--- config.mk ---
export PLATFORM = sky130hd
export DESIGN_NAME = sync_mod_counter
export DESIGN_NICKNAME = d
export VERILOG_FILES = /design/src/rtl/sync_cnt_pkg.sv /design/src/rtl/tff_cell.sv /design/src/rtl/sync_mod_counter.sv
export SDC_FILE = /design/constraint.sdc
export NUM_CORES = 1
export LEC_CHECK = 0
export ABC_AREA = 0
export BUFFER_PORTS_ARGS = -buffer_cell sky130_fd_sc_hd__buf_4
export CORE_AREA = 2 2 44 46
export CTS_BUF_LIST = sky130_fd_sc_hd__clkbuf_4 sky130_fd_sc_hd__clkbuf_8
export DETAILED_ROUTE_END_ITERATION = 16
export DIE_AREA = 0 0 46 48
export PLACE_DENSITY = 0.63
export SLEW_MARGIN = 0
export SYNTH_ARGS = -nofsm -noshare
export SYNTH_HDL_FRONTEND = slang
export SYNTH_SLANG_ARGS = --single-unit
--- constraint.sdc ---
create_clock -name clk -period 2.21 [get_ports clk]
set_input_delay 0.1105 -clock clk [delete_from_list [all_inputs] [get_ports clk]]
set_output_delay 0.1105 -clock clk [all_outputs]
set_load 0.02 [all_outputs]
--- src/rtl/sync_cnt_pkg.sv ---
// Shared encodings for the parametrised modulus counter.
// Holds the mode codes and the count-direction constants.
package sync_cnt_pkg;

    localparam logic [1:0] MODE_WRAP   = 2'b00;
    localparam logic [1:0] MODE_SAT    = 2'b01;
    localparam logic [1:0] MODE_BOUNCE = 2'b10;

    localparam logic DIR_UP   = 1'b0;
    localparam logic DIR_DOWN = 1'b1;

endpackage

--- src/rtl/tff_cell.sv ---
// Single count bit: T flip-flop with a synchronous direct-load path.
// Reset beats load, and load beats toggle.
module tff_cell (
    input  logic clk,
    input  logic rst,
    input  logic t,
    input  logic ld,
    input  logic d,
    output logic q
);

    always_ff @(posedge clk) begin
        if (rst) begin
            q <= 1'b0;
        end else if (ld) begin
            q <= d;
        end else if (t) begin
            q <= ~q;
        end
    end

endmodule

--- src/rtl/sync_mod_counter.sv ---
// Modulus counter built from a toggle chain of T cells; terminal-count
// handling (wrap, saturate, bounce) and loads go through the cells' load path.
module sync_mod_counter
    import sync_cnt_pkg::*;
#(
    parameter int WIDTH   = 4,
    parameter int MODULUS = 10
) (
    input  logic             clk,
    input  logic             rst,
    input  logic             en,
    input  logic             load,
    input  logic [WIDTH-1:0] load_val,
    input  logic             dir,
    input  logic [1:0]       mode,
    output logic [WIDTH-1:0] q,
    output logic             tc,
    output logic             wrap,
    output logic             cur_dir
);

    localparam logic [WIDTH-1:0] MAX = WIDTH'(MODULUS - 1);

    logic             bdir_reg;
    logic             bdir_next;
    logic             wrap_reg;
    logic             wrap_next;
    logic             eff_dir;
    logic             at_term;
    logic             out_of_range;
    logic             ovr;
    logic [WIDTH-1:0] ovr_val;
    logic [WIDTH-1:0] ones;
    logic [WIDTH-1:0] zeros;
    logic [WIDTH-1:0] t;

    assign eff_dir      = (mode == MODE_BOUNCE) ? bdir_reg : dir;
    assign at_term      = (q == ((eff_dir == DIR_DOWN) ? '0 : MAX));
    assign out_of_range = (q > MAX);

    assign tc      = at_term;
    assign cur_dir = eff_dir;
    assign wrap    = wrap_reg;

    // Away from the terminal value the plain toggle chain gives q +/- 1;
    // every edge that leaves that path is forced through the load path.
    always_comb begin
        ovr       = 1'b0;
        ovr_val   = q;
        bdir_next = bdir_reg;
        wrap_next = 1'b0;
        if (load) begin
            ovr       = 1'b1;
            ovr_val   = (load_val > MAX) ? MAX : load_val;
            bdir_next = dir;
        end else if (en) begin
            if (out_of_range) begin
                ovr     = 1'b1;
                ovr_val = '0;
            end else if (at_term) begin
                ovr = 1'b1;
                case (mode)
                    MODE_SAT: begin
                        ovr_val = q;
                    end
                    MODE_BOUNCE: begin
                        ovr_val   = (eff_dir == DIR_DOWN) ? WIDTH'(1) : (MAX - WIDTH'(1));
                        bdir_next = ~bdir_reg;
                        wrap_next = 1'b1;
                    end
                    default: begin
                        ovr_val   = (eff_dir == DIR_DOWN) ? MAX : '0;
                        wrap_next = 1'b1;
                    end
                endcase
            end
        end
    end

    always_ff @(posedge clk) begin
        if (rst) begin
            bdir_reg <= DIR_UP;
            wrap_reg <= 1'b0;
        end else begin
            bdir_reg <= bdir_next;
            wrap_reg <= wrap_next;
        end
    end

    genvar gi;
    generate
        for (gi = 0; gi < WIDTH; gi++) begin : g_bit
            if (gi == 0) begin : g_lsb
                assign ones[gi]  = 1'b1;
                assign zeros[gi] = 1'b1;
            end else begin : g_upper
                assign ones[gi]  = ones[gi-1] & q[gi-1];
                assign zeros[gi] = zeros[gi-1] & ~q[gi-1];
            end

            assign t[gi] = en & ((eff_dir == DIR_DOWN) ? zeros[gi] : ones[gi]);

            tff_cell u_cell (
                .clk (clk),
                .rst (rst),
                .t   (t[gi]),
                .ld  (ovr),
                .d   (ovr_val[gi]),
                .q   (q[gi])
            );
        end
    endgenerate

endmodule

==> results.yml <==
power_and_ir_drop:
  cellLeakagePower_nw: 0.328
  ir_drop_uv: 253
  clkPwrFrac: 0.272
  switching_power_w: 0.000157
  seqPwrFrac: 0.328
  switching_share: 0.378
  power_w: 0.000415
  p_int_w: 0.000258
  p_per_area_mw_per_mm2: 535
  combPwrFrac: 0.400
placement:
  pre_cts_ws_ns: 0.394
  dp_hpwl_um: 1210
  port_buffers: 17
  place.gp.congestion: 0.836
synth:
  ys_ff_latch: 6
  synth-edff-count: 0
  syn_area_per_cell_um2: 8.02
  syn_nets: 91
  synthFlopType: "dfxtp_1"
  synthCells: 80
  async_flop_share: 0
  yosys_warnings: 0
  syn_area_um2: 642
  synth.distinct_cells: 43
  synth_seq_area_share: 0.187
floorplanning:
  io_pins: 18
  core_region_area_mm2: 0.00169
  die_area_mm2: 0.00221
  die-width_um: 46
  fp.dieH_um: 48
  start_util: 0.380
  rows: 15
critical_path:
  worst_ep_required_time_ns: 2.39
  cp.arrival_ns: 2.02
  start_kind: "register"
  cp-end-kind: "register"
  r2r_start: "g_bit[1].u_cell.q"
  crit_start: "g_bit[1].u_cell.q"
  cp_max_fo: 8
  timing_worst_setup_path_type: "register to register"
detailed_routing:
  drc_errors: 0
  wl_um: 1570
  vias: 658
  ant_nets: 0
  wl_per_cell_um: 14.3
  drtPass1Iterations: 4
  drt_iter0_markers: 16
  vias_per_cell: 5.98
timing:
  skew_ns: 0.00229
  final-hold-violation-count: 0
  fin_crit_sh: 0.830
  max_clock_freq_mhz: 545
  setup_tns_ns: 0
  tightest_slew_ns: 0.406
  post-route-min-period_ns: 1.83
  max-slew-margin-rel: 0.721
  finalMaxSlewViolations: 0
  grt_setup_unrepaired: "false"
  setup_viol: 0
  setup_ws_ns: 0.376
final_layout:
  layout.nets: 106
  drive_above_1_share: 0.323
  largest_reg_flops: 4
  fillCellCount: 179
  area_delta_synth_final_pct: 20.9
  n_antenna_cell: 0
global_route:
  grt_pass1_vias: 566
  grt_pass1_wl_um: 2440
  grt_start_max_net_pins: 12
  antenna_found_initial: 0
  grt.overflow.total: 0
  track_usage: 0.158
clocking:
  ctsRootBufferMaster: "clkbuf_4"
  cts_tree: "yes"
  cts_max_level: 1
  postCtsSetupRepairBufs: 0
  clk_path_buf_depth: 2
  cts.sinks: 6
  ctsHoldBuffers: 0
  post_cts_resized: 0
  clkSlewWorstSetupHoldPaths_ns: 0.05
  clock_latency_ns: 0.25
  cts_buffers: 3
flow_run:
  max_cap_violations: 0
min_path:
  hold_start: "rst"
  hold_path_class: "input pin to register"
outcome:
  status: "finished, final reports clean"
==> stage by stage <==
stage / cell area [um^2] / hold WS, ns / std cells / util
global route: 776 / 0.0812 / 110 / 0.459
CTS: 776 / 0.0695 / 110 / 0.459
finish: 776 / 0.0762 / 110 / 0.459
detailed placement: 753 / 0.337 / 107 / 0.446
global placement: 753 / 0.343 / 107 / 0.446
floorplan: 642 / 0.180 / 80 / -
==> worst max-delay path, cell delays in order (launching register included) <==
cell,delay (ns)
dfxtp_1,0.38
or2_1,0.30
a31oi_2,0.25
o211ai_4,0.14
or4_1,0.52
a31oi_1,0.16
==> power by group through the flow <==
stage	clock network, W	logic (W)	registers [W]
after CTS	0.000115	0.000166	0.000136
final	0.000113	0.000166	0.000136
after global routing	0.000119	0.000180	0.000139
after global placement	0	0.000165	0.000138
after floorplan	0	0.000129	0.000128
after detailed placement	0	0.000165	0.000139
==> synth_stat cells (3+ instances only) <==
cell type / n / area (um^2)
mux2i_1: 4 / 40.0
nand2_1: 5 / 18.8
buf_4: 4 / 30.0
dfxtp_1: 6 / 120
nor2_1: 3 / 11.3
o21ai_0: 4 / 20.0
clkbuf_1: 4 / 15.0
inv_1: 6 / 22.5
a31oi_1: 3 / 18.8
==> kinds of logic after synthesis <==
family | synth area share
AO/OA/AOI/OAI | 0.324
XOR/XNOR | 0.0136
buffers and inverters | 0.111
flip-flops | 0.187
multiplexers | 0.0975
AND/OR/NAND/NOR | 0.267
==> cell usage in the layout (no fill, tap or decap), types with 2 or more instances in the layout <==
master	Yosys	layout
buf_4	4	18
nor4_1	2	2
a31oi_1	3	3
o211ai_1	2	2
nor2_1	3	3
a21o_1	2	2
o21ai_0	4	4
mux2i_1	4	4
mux2_2	2	2
clkbuf_4	0	3
nand3_1	2	2
or2_2	2	2
nand2_1	5	5
inv_1	6	6
nand3b_1	2	2
dfxtp_1	6	6
==> final timing paths <==
check                                    endpoint  slack (ns)  cells past startpoint
worst max-delay path            g_bit[0].u_cell.q        0.38                      5
worst min-delay path            g_bit[0].u_cell.q        0.08                      2
worst max register to register  g_bit[0].u_cell.q        0.38                      5
worst min register to register  g_bit[1].u_cell.q        0.61                      2
==> cell type report <==
| class | count | area, um^2 | area share |
|---|---|---|---|
| Clock buffer | 3 | 22.5 | 0.0290 |
| Tap cell | 17 | 21.3 | 0.0274 |
| Sequential cell | 6 | 120 | 0.155 |
| Inverter | 7 | 26.3 | 0.0339 |
| Multi-Input combinational cell | 59 | 450 | 0.581 |
| Timing Repair Buffer | 18 | 135 | 0.174 |
==> layer usage <==
metal | part of all wire | GRT usage
met1 | 0.47 | 0.196
met2 | 0.48 | 0.261
met3 | 0.037 | 0.0113
met4 | 0.021 | 0.103
met5 | 0 | 0
(Power assumes the default switching activity.)
